File: src/rtl/countdown_ctrl.sv
// -----------------------------------------------------------------------------
// countdown_ctrl
//   Sequencer for the countdown timer datapath. Holds a DIGITS-wide BCD count,
//   loads it from PRESET (digits above 9 clamp to 9), and runs a
//   IDLE/RUN/PAUSE/DONE control FSM driven by START/STOP/LOAD pulses.
//   The count decrements once per TICK while running. On expiry DONE pulses
//   and ALARM is held for ALARM_TICKS ticks before returning to IDLE.
//
//   Optional feature macro: CDT_AUTO_RELOAD_EN
//     When defined, expiry reloads the clamped PRESET and keeps running.
//     ALARM then pulses together with DONE, and the DONE state is never entered.
//     A zero PRESET at expiry drops back to IDLE instead.
//
// Ports
//   CLK     in   1          system clock, rising edge
//   CLR     in   1          asynchronous active-high reset
//   CE      in   1          clock enable; low freezes all state
//   TICK    in   1          one-cycle pulse per second
//   START   in   1          run / resume pulse
//   STOP    in   1          pause (RUN) or abort to IDLE (other states)
//   LOAD    in   1          copy PRESET into the count
//   PRESET  in   4*DIGITS   BCD preset, digit 0 in [3:0]
//   Q       out  4*DIGITS   current BCD count (registered)
//   RUN     out  1          high while in RUN
//   ALARM   out  1          high while in DONE (auto-reload: pulse with DONE)
//   DONE    out  1          one-cycle pulse when the count reaches zero
// -----------------------------------------------------------------------------
module countdown_ctrl #(
  parameter int DIGITS      = 4,
  parameter int ALARM_TICKS = 5
) (
  input  logic                  CLK,
  input  logic                  CLR,
  input  logic                  CE,
  input  logic                  TICK,
  input  logic                  START,
  input  logic                  STOP,
  input  logic                  LOAD,
  input  logic [4*DIGITS-1:0]   PRESET,
  output logic [4*DIGITS-1:0]   Q,
  output logic                  RUN,
  output logic                  ALARM,
  output logic                  DONE
);

  localparam int W = 4 * DIGITS;

  typedef enum logic [1:0] {
    S_IDLE,
    S_RUN,
    S_PAUSE,
    S_DONE
  } state_t;

  state_t          state_reg, state_next;
  logic [3:0]      alarm_cnt_reg, alarm_cnt_next;
  logic [W-1:0]    q_next;
  logic [W-1:0]    preset_clamped;
  logic [W-1:0]    q_dec;
  logic [DIGITS:0] borrow;
  logic            q_zero;
  logic            q_one;
  logic            done_next;
  logic            alarm_next;

  // Per-digit clamp of the preset and a rippling BCD decrement of the count.
  // borrow[0] is the "-1" injected at digit 0; a borrow that survives every
  // digit means the count is all zeros.
  assign borrow[0] = 1'b1;

  generate
    for (genvar gi = 0; gi < DIGITS; gi++) begin : g_digit
      logic [3:0] q_digit;
      logic [3:0] p_digit;

      assign q_digit = Q[4*gi +: 4];
      assign p_digit = PRESET[4*gi +: 4];

      assign preset_clamped[4*gi +: 4] = (p_digit > 4'd9) ? 4'd9 : p_digit;

      assign q_dec[4*gi +: 4] = !borrow[gi]      ? q_digit :
                                (q_digit == 4'd0) ? 4'd9    :
                                                    q_digit - 4'd1;
      assign borrow[gi+1] = borrow[gi] & (q_digit == 4'd0);
    end
  endgenerate

  assign q_zero = borrow[DIGITS];
  assign q_one  = (Q == W'(1));

  always_comb begin
    state_next     = state_reg;
    q_next         = Q;
    alarm_cnt_next = alarm_cnt_reg;
    done_next      = 1'b0;

    if (CE) begin
      unique case (state_reg)
        S_IDLE: begin
          // STOP outranks everything and there is nowhere to abort to.
          if (!STOP) begin
            if (LOAD)
              q_next = preset_clamped;
            else if (START && !q_zero)
              state_next = S_RUN;
          end
        end

        S_RUN: begin
          // STOP wins over a simultaneous TICK, so that tick is lost.
          // LOAD and START have no meaning here.
          if (STOP) begin
            state_next = S_PAUSE;
          end else if (TICK) begin
            if (q_one) begin
              done_next = 1'b1;
`ifdef CDT_AUTO_RELOAD_EN
              if (preset_clamped == '0) begin
                q_next     = '0;
                state_next = S_IDLE;
              end else begin
                q_next = preset_clamped;
              end
`else
              q_next         = '0;
              state_next     = S_DONE;
              alarm_cnt_next = 4'd0;
`endif
            end else if (!q_zero) begin
              q_next = q_dec;
            end
          end
        end

        S_PAUSE: begin
          // A zero count (after loading a zero preset) cannot be resumed,
          // which keeps RUN from ever sitting on 0000.
          if (STOP)
            state_next = S_IDLE;
          else if (LOAD)
            q_next = preset_clamped;
          else if (START && !q_zero)
            state_next = S_RUN;
        end

        S_DONE: begin
          if (STOP) begin
            state_next = S_IDLE;
          end else if (LOAD) begin
            q_next     = preset_clamped;
            state_next = S_IDLE;
          end else if (TICK) begin
            alarm_cnt_next = alarm_cnt_reg + 4'd1;
            if (alarm_cnt_reg == 4'(ALARM_TICKS - 1))
              state_next = S_IDLE;
          end
        end

        default: state_next = S_IDLE;
      endcase
    end
  end

`ifdef CDT_AUTO_RELOAD_EN
  assign alarm_next = done_next;
`else
  assign alarm_next = (state_next == S_DONE);
`endif

  // Outputs are registered from the next-state values so they change on the
  // same edge as the state itself.
  always_ff @(posedge CLK or posedge CLR) begin
    if (CLR) begin
      state_reg     <= S_IDLE;
      alarm_cnt_reg <= 4'd0;
      Q             <= '0;
      RUN           <= 1'b0;
      ALARM         <= 1'b0;
      DONE          <= 1'b0;
    end else begin
      state_reg     <= state_next;
      alarm_cnt_reg <= alarm_cnt_next;
      Q             <= q_next;
      RUN           <= (state_next == S_RUN);
      ALARM         <= alarm_next;
      DONE          <= done_next;
    end
  end

endmodule

File: config.mk
export PLATFORM = sky130hd
export DESIGN_NAME = countdown_ctrl
export DESIGN_NICKNAME = d
export VERILOG_FILES = /design/src/rtl/countdown_ctrl.sv
export SDC_FILE = /design/constraint.sdc
export NUM_CORES = 1
export LEC_CHECK = 0
export ABC_CLOCK_PERIOD_IN_PS = 5000
export CORE_MARGIN = 4
export CORE_UTILIZATION = 40
export DETAILED_ROUTE_END_ITERATION = 10
export HOLD_SLACK_MARGIN = 0.12
export PLACE_DENSITY = 0.67
export REMOVE_ABC_BUFFERS = 1
export SLEW_MARGIN = 0
export SYNTH_ARGS = -nofsm -noshare
export SYNTH_HDL_FRONTEND = slang
export SYNTH_SLANG_ARGS = --single-unit
File: constraint.sdc
create_clock -name CLK -period 5 [get_ports CLK]
set_input_delay 1 -clock CLK [delete_from_list [all_inputs] [get_ports CLK]]
set_output_delay 1 -clock CLK [all_outputs]
set_load 0.02 [all_outputs]
-- Word-level counts from Yosys, hierarchy flattened
Index checks and enable logic that the tools add are counted.
- input bits: 23
- register bits: 25
- output and inout port bits: 19
- $add $sub $neg: 5
- muxes and demuxes: 43
- equal/unequal tests: 19
- reduce and logical (&&, ||, !) cells: 14
- magnitude comparators: 4
- bitwise logic cells: 3
- operator list (operator ; number):
    $mux W16 ; 6
    $mux W4 ; 17
    $pmux W16 S2 ; 1
    $mux W2 ; 12
    $reduce_and A7 Y1 ; 3
    $eq A16 B1 Y1 const B ; 1
    $gt A4 B4 Y1 const B ; 4
    $logic_not A4 Y1 ; 4
    $sub A4 B1 Y4 const B ; 4
    $ne A2 B2 Y1 const B ; 7
    $ne A3 B3 Y1 const B ; 4
    $pmux W2 S4 ; 1
    $pmux W4 S2 ; 1
    $reduce_and A8 Y1 ; 1
    $eq A2 B2 Y1 const B ; 3
    $reduce_and A6 Y1 ; 1
    $mux W1 ; 5
    $add A4 B1 Y4 const B ; 1
    $eq A2 B1 Y1 const B ; 2
    $eq A4 B3 Y1 const B ; 1
    $and A1 B1 Y1 ; 3
    $reduce_or A3 Y1 ; 1
    $logic_not A2 Y1 ; 1
    $ne A2 B1 Y1 const B ; 1
    3 further kinds ; 3

-- Logic depth before layout (Yosys ltp)
Gate-level depths: netlist (run 1).
- depth in word-level cells: 12
- gate-level depth with buffers: 7

-- Worst setup path before layout (run 1)
No wires, ideal clock.
- path kind: in2reg
- from: input STOP
- to: register Q[10]
- cell stages on the path: 5
- library setup time: 128 ps
- slack: 2747 ps
- arrival: 2125 ps
- required time: 4872 ps
- cell sequence: clkbuf_1 nand2b_1 a21oi_4 nand3_2 mux2_1
- cells in the longest elaborated chain, start to end: 2
- elaborated cells on any way between the ends: 3
- those cells by class: 2 x eq/ne; 1 x reduce/logical
- RTL lines (what ; RTL line ; RTL):
    start: declaration ; 37 ; input logic STOP,
    $ne A2 B2 Y1 (no source line) ; -- ;
    $reduce_and A7 Y1 (no source line) (*) ; -- ;
    end signal: assignment ; 183 ; Q <= q_next;
    end: declaration ; 40 ; output logic [4*DIGITS-1:0] Q,
Every way passes the cells marked *; elsewhere a longest branch is shown, timed or not.
A chain may end at the register's enable or synchronous reset.

-- Final worst setup path (run 1)
Same ends and word-level chain as after synthesis.

==> metrics.txt, run 1 <==
outcome=finished clean; final worst-path cycle share=between 50% and 60%; crit path kind=in2reg; level count of the clock H-tree=1; top achievable clock speed=approximately 400 MHz; Port-buffer cells=41; ports placed on the boundary=42; initial standard-cell utilization of the core=between 40% and 50%; Final Skew=about 3.4 ps; ratio of routed vias to standard cells=5.72; post-CTS repair timing setup buffer count=0; LEAKAGE=around 0.97 nW; final setup fails=0; area post-placement=0.00232 sq mm; hold buffers post-CTS=0; global placer's final weighted congestion=0.823; hold_ws=roughly 550 ps; WL per Instance=about 15 um; Root Buffer=sky130_fd_sc_hd__clkbuf_8; source-to-sink clock delay at the later pin of the worst-skew pair=270 ps; number of placement rows=24; largest area contributor in the netlist=sky130_fd_sc_hd__dfrtp_1; TritonCTS Sinks=25; final cell count without fillers=between 200 and 300; Slew headroom=around a third; ranking of synthesized cells by instance count=sky130_fd_sc_hd__dfrtp_1 (25), sky130_fd_sc_hd__inv_1 (23), sky130_fd_sc_hd__a21oi_1 (17); initial antenna violation count=0; HPWL after detailed placement=3380 um; worst-case reg-to-reg path depth=5; crit-path cells=clkdlybuf4s50_1 -> nand2b_1 -> a21oi_4 -> nand3_2 -> mux2_1; Max IR drop VDD=around 230 uV; total number of yosys warnings=0; floorplan core area=approximately 0.0044 sq mm; biggest area contributors in the synthesized netlist=sky130_fd_sc_hd__dfrtp_1 (33%), sky130_fd_sc_hd__ha_1 (5.4%), sky130_fd_sc_hd__inv_1 (4.6%), sky130_fd_sc_hd__a21oi_1 (4.6%), sky130_fd_sc_hd__o21ai_0 (3.8%); sort of element at the start of the critical path=input port; die outline area=0.00583 sq mm; post-synth cell types=54; post-cts resize count=0; area fraction of the dominant cell type after synthesis=between 30% and 40%; die span in y=between 70 and 80 um; reg-to-reg slack, setup=approximately 2500 ps; Non-Filler Cell Area, Final=approximately 0.0024 sq mm; Crit Path Max Fanout=9; antenna diode count=0; Tightest Pin Transition=between 900 and 1000 ps; remaining global-route overflow=0; all-layer global routing usage=between 15 and 20%; clock tree from TritonCTS=built; Hold/Removal Path Class=reg2reg; count of nets left with antenna violations after detail routing=0; largest net degree at the start of global routing=26; number of enable flip-flop cells after synthesis=0; power density over the cells=around 480 mW/mm^2; Max clock buf depth=2; Slew Limit Fails=0; clock-pin slew of the registers on the worst-case setup and hold paths=100 ps; Slowest cell on crit path=sky130_fd_sc_hd__clkdlybuf4s50_1; cell count after synthesis=206; number of global-route vias before repair=about 1600; Post-Syn Area per Cell=9.07 sq um; Die Wd=about 76 um; fraction of final layout cells sized beyond drive strength 1=under 10%; Top Family by Delay on Critical Path=buffers and inverters; number of vias after detailed routing=between 1500 and 2000; buffer and inverter count on the worst path=1; number of register bits inferred by synthesis=25; wire length of the first global-routing pass=7580 um; number of clock buffers inserted by TritonCTS=3; share of synthesized area occupied by flip-flops and latches=approximately a third; total iterations of the first detailed-routing run=4; Post-Route Setup TNS=0 ps; number of flip-flops under the largest register name=16; area of the mapped netlist=around 0.0019 sq mm; ys flop type=sky130_fd_sc_hd__dfrtp_1; data arrival time at the worst-slack endpoint=2710 ps; Final Critical Period=about 2500 ps; number of nets in the finished design=about 280; number of design-rule violations left by the first detailed-router iteration=141; cell with the most instances after synthesis=sky130_fd_sc_hd__dfrtp_1; worst hold path depth=2; WP data required=5160 ps; # fillers=about 440; number of instances in the placed design=roughly 290; endpoint kind of the worst setup timing path=flip-flop; instance count on the critical path=5; RSZ-0062 raised after global routing=false; Total Routed Length=about 4500 um; Max stage delay on crit path=between 500 and 600 ps; Layout area overhead=26.6%; post-route DRC violation count=0; Final Hold Fails=0; MaxCap Viol Count=0; async set-reset flop share out of synthesis=100%
final cells by class:
type,count,area [sq um],area share (%)
multi-input cells,153,1130,47.7
well taps,52,65.1,2.75
inverters,23,86.3,3.65
clock buffers,3,41.3,1.75
clock inverters,1,7.51,0.317
repair buffers,41,410,17.4
flip-flops and latches,25,626,26.5
through the flow:
stage	utilization, %	power, mW	setup slack [ps]
floorplan	-	0.770	2870
global placement	52.1	1.00	2200
detailed placement	52.1	1.01	2160
CTS	53.2	1.14	2460
global route	53.2	1.22	2280
finish	53.2	1.13	2450
placed cells by master, fill, tap and decap left out, types with 2 or more instances in the layout:
master                            instances
sky130_fd_sc_hd__o21ai_2                  2
sky130_fd_sc_hd__mux2_1                   5
sky130_fd_sc_hd__or3b_1                   2
sky130_fd_sc_hd__a22o_1                   2
sky130_fd_sc_hd__a21oi_1                 17
sky130_fd_sc_hd__nor3_1                   9
sky130_fd_sc_hd__o21bai_1                 2
sky130_fd_sc_hd__o21a_1                   3
sky130_fd_sc_hd__mux2i_1                  5
sky130_fd_sc_hd__nand4_1                  5
sky130_fd_sc_hd__a41oi_1                  2
sky130_fd_sc_hd__o21ai_0                 14
sky130_fd_sc_hd__nor2_1                  10
sky130_fd_sc_hd__o31ai_1                  4
sky130_fd_sc_hd__nor2b_1                  3
sky130_fd_sc_hd__ha_1                     8
sky130_fd_sc_hd__inv_1                   23
sky130_fd_sc_hd__nand3b_1                 2
sky130_fd_sc_hd__nand2_1                 13
sky130_fd_sc_hd__o22ai_1                  3
sky130_fd_sc_hd__a22oi_1                  2
sky130_fd_sc_hd__nor3b_2                  4
sky130_fd_sc_hd__dfrtp_1                 25
sky130_fd_sc_hd__clkdlybuf4s50_1         41
sky130_fd_sc_hd__nor3b_1                  3
sky130_fd_sc_hd__o31ai_2                  2
sky130_fd_sc_hd__clkbuf_8                 3
sky130_fd_sc_hd__a31oi_1                  6
where the power goes:
part | leakage (nW) | switching, mW | internal (mW)
combinational | 0.640 | 0.334 | 0.290
clock | 0.0217 | 0.0703 | 0.0565
sequential | 0.309 | 0.108 | 0.274
per-layer routing:
| metal | wire (um) | track usage (%) | up-vias | part of all wire (%) |
|---|---|---|---|---|
| li1 | - | - | 846 | - |
| met1 | 2190 | 21.3 | 816 | 49 |
| met2 | 2000 | 24.1 | 38 | 45 |
| met3 | 231 | 3.66 | 4 | 5.2 |
| met4 | 33 | 3.80 | 0 | 0.74 |
| met5 | 0 | 0 | - | 0 |
final timing paths:
check | start | end
setup reg to reg | state_reg[0] | Q[10]
setup / recovery | STOP | Q[10]
max in group asynchronous | CLR | RUN
min in group asynchronous | CLR | alarm_cnt_reg[2]
hold reg to reg | alarm_cnt_reg[3] | alarm_cnt_reg[3]
hold / removal | alarm_cnt_reg[3] | alarm_cnt_reg[3]
kinds of logic after synthesis:
family                     after synthesis  synth area share [%]
AOI/OAI and AO/OA                       72                  28.5
adders and majority gates                8                  5.36
buffers and inverters                   28                  6.09
DFF                                     25                  33.5
muxes                                   10                  5.69
and+or+nand+nor                         63                  20.9
worst reg2reg max path, cell delays in order (launching register included):
cell and delay [ps]:
sky130_fd_sc_hd__dfrtp_1 520, sky130_fd_sc_hd__nor2b_1 710, sky130_fd_sc_hd__nand2_1 310, sky130_fd_sc_hd__a21oi_4 320
sky130_fd_sc_hd__nand3_2 190, sky130_fd_sc_hd__mux2_1 340
Power figures use the tool's default switching activity.
==> inputs of run 2 (changes only) <==
--- a/config.mk
+++ b/config.mk
@@ -5,7 +5,7 @@
 export SDC_FILE = /design/constraint.sdc
 export NUM_CORES = 1
 export LEC_CHECK = 0
-export ABC_CLOCK_PERIOD_IN_PS = 5000
+export ABC_CLOCK_PERIOD_IN_PS = 2600
 export CORE_MARGIN = 4
 export CORE_UTILIZATION = 40
 export DETAILED_ROUTE_END_ITERATION = 10
==> constraint.sdc (replaced) <==
create_clock -name CLK -period 2.6 [get_ports CLK]
set_input_delay 0.52 -clock CLK [delete_from_list [all_inputs] [get_ports CLK]]
set_output_delay 0.52 -clock CLK [all_outputs]
set_load 0.02 [all_outputs]
==> run 2 against run 1 <==
  * Cell count up 2.0%
  * Combinational power grew 95%
  * Critical path depth is 2 higher
  * Register-to-register slack worse by 2200 ps
  * Power is 94% higher
  * Non-clock buffer count increased by 6
  * Utilization grew 1.0 points
  * Via count up 0.12%
  * Worst setup slack worse by 2100 ps
  * Hold slack got worse by 14 ps
  * Sequential power is 91% higher
  * Critical path type is now reg2reg
==> metrics.txt, run 2 (synthesized netlist as in run 1, its figures left out) <==
commonest non-fill, non-tap cells in the layout=sky130_fd_sc_hd__clkdlybuf4s50_1 (41), sky130_fd_sc_hd__dfrtp_1 (25), sky130_fd_sc_hd__inv_1 (23); ratio of routed vias to standard cells=5.61 (-1.9%); hold_ws=531 ps (-13.9 ps); Slew headroom=70.9% (+37 points); final cell count without fillers=304 (+2.0%); Total Routed Length=4450 um (-0.18%); TritonCTS Sinks=25 (unchanged); top achievable clock speed=438 MHz; antenna diode count=0 (unchanged); WL per Instance=14.6 um (-2.1%); number of nets in the finished design=284 (+2.2%); sort of element at the start of the critical path=flip-flop; MaxCap Viol Count=0 (unchanged); floorplan core area=0.00444 sq mm (unchanged); Tightest Pin Transition=435 ps (-557 ps); Final Hold Fails=0 (unchanged); all-layer global routing usage=15.6% (+0.26 points); Layout area overhead=29.0%; total iterations of the first detailed-routing run=4 (unchanged); initial standard-cell utilization of the core=42.0% (unchanged); Max IR drop VDD=655 uV (+180%); final worst-path cycle share=~90%; WP data required=2770 ps (-2390 ps); endpoint kind of the worst setup timing path=flip-flop; post-CTS repair timing setup buffer count=0 (unchanged); post-route DRC violation count=0 (unchanged); largest net degree at the start of global routing=26 (unchanged); post-cts resize count=0 (unchanged); number of vias after detailed routing=1706 (+0.12%); Root Buffer=sky130_fd_sc_hd__clkbuf_8; Port-buffer cells=41 (unchanged); leading cell type in the layout, fill and taps excluded=sky130_fd_sc_hd__clkdlybuf4s50_1; number of design-rule violations left by the first detailed-router iteration=80 (-43%); hold buffers post-CTS=0 (unchanged); Die Wd=76.3 um (unchanged); Crit Path Max Fanout=5 (-4); final setup fails=0 (unchanged); number of global-route vias before repair=1673 (+3.9%); LEAKAGE=0.999 nW (+3.0%); level count of the clock H-tree=1 (unchanged); crit path kind=reg2reg; remaining global-route overflow=0 (unchanged); number of clock buffers inserted by TritonCTS=3 (unchanged); Post-Route Setup TNS=0 ps (unchanged); Final Skew=3.00 ps (-0.440 ps); Slew Limit Fails=0 (unchanged); data arrival time at the worst-slack endpoint=2450 ps (-260 ps); Hold/Removal Path Class=reg2reg; RSZ-0062 raised after global routing=false; overall power consumption=2.20 mW (+94%); outcome=finished clean; count of nets left with antenna violations after detail routing=0 (unchanged); Max clock buf depth=2 (unchanged); source-to-sink clock delay at the later pin of the worst-skew pair=280 ps (about the same); power density over the cells=913 mW/mm^2 (+91%); wire length of the first global-routing pass=7710 um (+1.7%); clock tree from TritonCTS=built; initial antenna violation count=0 (unchanged); number of flip-flops under the largest register name=16 (unchanged); global placer's final weighted congestion=0.838 (+1.9%); fraction of final layout cells sized beyond drive strength 1=11.1% (+2.2 points); die span in y=76.3 um (unchanged); Final Critical Period=~2300 ps; number of placement rows=24 (unchanged); die outline area=0.00583 sq mm (unchanged); HPWL after detailed placement=3390 um (+0.52%); ports placed on the boundary=42 (unchanged); number of instances in the placed design=300 (+2.0%); clock-pin slew of the registers on the worst-case setup and hold paths=100 ps (about the same)
run 2: changes by cell type in the layout (fill, tap and decap cells not counted):
cell                    delta
sky130_fd_sc_hd__buf_4     +6
run 2: final timing paths:
kind | slack, ps | start | cells past startpoint | to
min | 530 | alarm_cnt_reg[3] | 2 | alarm_cnt_reg[3]
max | 320 | Q[8] | 7 | Q[1]
min reg2reg | 530 | alarm_cnt_reg[3] | 2 | alarm_cnt_reg[3]
max reg2reg | 320 | Q[8] | 7 | Q[1]
max in group asynchronous | 1760 | CLR | 3 | Q[0]
min in group asynchronous | 590 | CLR | 3 | alarm_cnt_reg[2]
run 2: power breakdown:
part | leakage, nW | switching [mW] | internal (mW)
combinational | 0.669 | 0.640 | 0.579
sequential | 0.309 | 0.203 | 0.527
clock | 0.0217 | 0.142 | 0.109
total | 0.999 | 0.985 | 1.22
run 2: cell type report:
type	count	area (sq um)
Clock buffer	3	41.3
Sequential cell	25	626
Timing Repair Buffer	47	455
Clock inverter	1	7.51
Tap cell	52	65.1
Fill cell	420	2030
Inverter	23	86.3
Multi-Input combinational cell	153	1130
run 2: layer usage:
| metal | routed length, um | part of all wire, % | GRT usage, % |
|---|---|---|---|
| met1 | 2200 | 49 | 22.2 |
| met3 | 213 | 4.8 | 2.25 |
| met2 | 1990 | 45 | 24.5 |
| met5 | 0 | 0 | 0 |
| met4 | 46 | 1.0 | 4.53 |
run 2: stage by stage:
stage | util (%) | setup WS (ps) | instance area [sq um]
4_1_cts | 54.2 | 326 | 2410
3_3_place_gp | 53.1 | 287 | 2360
6_report | 54.2 | 318 | 2410
5_1_grt | 54.2 | 201 | 2410
3_5_place_dp | 53.1 | 252 | 2360
2_1_floorplan | - | 473 | 1840
run 2: critical path: stages (launching register included):
cell and delay (ps):
sky130_fd_sc_hd__dfrtp_1 430, sky130_fd_sc_hd__inv_1 110, sky130_fd_sc_hd__ha_1 210, sky130_fd_sc_hd__or3b_1 480, sky130_fd_sc_hd__nor2_1 190, sky130_fd_sc_hd__nand4_1 210, sky130_fd_sc_hd__nand2_1 210, sky130_fd_sc_hd__mux2_1 340
==> inputs of run 3 (changes only) <==
--- a/config.mk
+++ b/config.mk
@@ -8,9 +8,10 @@
 export ABC_CLOCK_PERIOD_IN_PS = 2600
 export CORE_MARGIN = 4
 export CORE_UTILIZATION = 40
+export CTS_CLUSTER_DIAMETER = 120
 export DETAILED_ROUTE_END_ITERATION = 10
 export HOLD_SLACK_MARGIN = 0.12
-export PLACE_DENSITY = 0.67
+export PLACE_DENSITY = 0.75
 export REMOVE_ABC_BUFFERS = 1
 export SLEW_MARGIN = 0
 export SYNTH_ARGS = -nofsm -noshare
==> run 3 against run 2 <==
  * Power fell by 1.0%
  * Largest cell class unchanged
  * Sequential share of layout area rose by 0.12 points
  * Clock skew decreased by 0.71 ps
  * Sequential power is 0.5% higher
  * Wire length rose by 2.5%
  * Fmax grew 0.96%
  * Critical path depth did not move
  * Via count increased by 0.70%
  * Die area is the same
  * Highest routed layer unchanged
  * Non-clock buffer count fell by 1
  * Hold slack improved by 21 ps
  * Cell count decreased by 0.33%
==> metrics.txt, run 3 (synthesized netlist as in run 1, its figures left out) <==
Max stage delay on crit path=430 ps (-50 ps); Final Hold Fails=0 (unchanged); number of global-route vias before repair=1724 (+3.0%); clock tree from TritonCTS=built; buffer and inverter count on the worst path=1 (unchanged); count of nets left with antenna violations after detail routing=0 (unchanged); Slew headroom=66.4% (-4.4 points); Final Worst Setup Slack=339 ps (+21.7 ps); initial standard-cell utilization of the core=42.0% (unchanged); endpoint kind of the worst setup timing path=flip-flop; wire length of the first global-routing pass=7820 um (+1.4%); all-layer global routing usage=15.8% (+0.19 points); part of the power in the clock network=10.6% (-0.8 points); crit-path cells=inv_1 -> ha_1 -> nor3b_4 -> a41oi_4 -> a221oi_4 -> o21ai_2 -> a22o_1; final core utilization=54.0% (-0.25 points); largest net degree at the start of global routing=26 (unchanged); hold_ws=552 ps (+21.0 ps); post-CTS repair timing setup buffer count=0 (unchanged); floorplan core area=0.00444 sq mm (unchanged); final cell count without fillers=303 (-0.33%); origin of the worst setup path=Q[12]; leading cell type in the layout, fill and taps excluded=sky130_fd_sc_hd__clkdlybuf4s50_1; data arrival time at the worst-slack endpoint=2420 ps (-30 ps); Layout area overhead=28.4%; global placer's final weighted congestion=0.827 (-1.4%); Port-buffer cells=41 (unchanged); ratio of routed vias to standard cells=5.67 (+1.0%); final worst-path cycle share=86.9% (-0.83 points); Slew Limit Fails=0 (unchanged); area post-placement=0.00235 sq mm (-0.32%); Top Family by Delay on Critical Path=compound AO/OA/AOI/OAI gates; MaxCap Viol Count=0 (unchanged); top achievable clock speed=442 MHz (+0.96%); post-route DRC violation count=0 (unchanged); number of nets in the finished design=283 (-0.35%); Sw Ratio=44.7% (-0.056 points); Die Wd=76.3 um (unchanged); Crit Path Max Fanout=7 (+2); Int Power=1.20 mW (-0.93%); Final Critical Period=2260 ps (-21.7 ps); HPWL after detailed placement=3470 um (+2.4%); critical register-to-register path startpoint=Q[12]; Total Routed Length=4560 um (+2.5%); Final Skew=2.29 ps (-0.706 ps); Gate power share=55.7% (+0.3 points); final setup fails=0 (unchanged); die outline area=0.00583 sq mm (unchanged); number of instances in the placed design=299 (-0.33%); die span in y=76.3 um (unchanged); overall power consumption=2.18 mW (-1.0%); TritonCTS Sinks=25 (unchanged); number of clock buffers inserted by TritonCTS=3 (unchanged); Tightest Pin Transition=503 ps (+68.1 ps); total iterations of the first detailed-routing run=4 (unchanged); commonest non-fill, non-tap cells in the layout=sky130_fd_sc_hd__clkdlybuf4s50_1 (41), sky130_fd_sc_hd__dfrtp_1 (25), sky130_fd_sc_hd__inv_1 (23); number of flip-flops under the largest register name=16 (unchanged); net switching power of the design=974 uW (-1.2%); antenna diode count=0 (unchanged); Hold Path Origin=alarm_cnt_reg[3]; initial antenna violation count=0 (unchanged); crit path kind=reg2reg; LEAKAGE=0.995 nW (-0.39%); clock-pin slew of the registers on the worst-case setup and hold paths=90 ps (about the same); level count of the clock H-tree=1 (unchanged); WL per Instance=15.0 um (+2.9%); sort of element at the start of the critical path=flip-flop; outcome=finished clean; # fillers=410 (-2.4%); WP data required=2760 ps (about the same); Hold/Removal Path Class=reg2reg; hold buffers post-CTS=0 (unchanged); post-cts resize count=0 (unchanged); number of design-rule violations left by the first detailed-router iteration=94 (+18%); Max clock buf depth=2 (unchanged); source-to-sink clock delay at the later pin of the worst-skew pair=260 ps (-20 ps); remaining global-route overflow=0 (unchanged); ports placed on the boundary=42 (unchanged); Slowest cell on crit path=sky130_fd_sc_hd__a221oi_4; number of vias after detailed routing=1718 (+0.70%); Max IR drop VDD=562 uV (-14%); sequential power share=33.7% (+0.5 points); fraction of final layout cells sized beyond drive strength 1=10.4% (-0.75 points); number of placement rows=24 (unchanged); RSZ-0062 raised after global routing=false; DP Worst Slack=304 ps (+52.5 ps); Root Buffer=sky130_fd_sc_hd__clkbuf_8; Non-Filler Cell Area, Final=0.00240 sq mm (-0.47%); power density over the cells=908 mW/mm^2 (-0.56%); Post-Route Setup TNS=0 ps (unchanged)
-- run 3: worst min-delay path: stages, from the launching register on --
cell,delay (ps)
sky130_fd_sc_hd__dfrtp_1,400
sky130_fd_sc_hd__nand2_1,60
sky130_fd_sc_hd__o21ai_0,60
-- run 3: layout make-up --
type | instances | area, sq um | area share, %
well taps | 52 | 65.1 | 2.71
clock buffers | 4 | 45.0 | 1.88
inverters | 23 | 86.3 | 3.60
multi-input cells | 153 | 1130 | 47.1
flip-flops and latches | 25 | 626 | 26.1
repair buffers | 46 | 448 | 18.7
-- run 3: power by group through the flow --
stage / Sequential (mW) / Clock [mW] / Combinational (mW)
6_report: 0.734 / 0.231 / 1.21
2_1_floorplan: 0.837 / 0 / 0.644
5_1_grt: 0.769 / 0.251 / 1.33
3_5_place_dp: 0.738 / 0 / 1.21
4_1_cts: 0.731 / 0.242 / 1.22
3_3_place_gp: 0.732 / 0 / 1.19
-- run 3: worst paths after layout --
path                                     to  slack (ps)  cells past startpoint
max                                    Q[6]         340                      7
min                        alarm_cnt_reg[3]         550                      2
max reg2reg                            Q[6]         340                      7
min reg2reg                alarm_cnt_reg[3]         550                      2
max in group asynchronous              Q[1]        1740                      3
min in group asynchronous  alarm_cnt_reg[2]         610                      3
-- run 3: metal layers --
layer  routed length (um)  vias up  share of wire [%]  global-route usage (%)
met2                 2120       34                 46                    26.4
met3                  186        4                4.1                    2.84
met4                   26        0               0.57                    4.17
met1                 2230      821                 49                    21.0
li1                     -      859                  -                       -
met5                    0        -                  0                       0
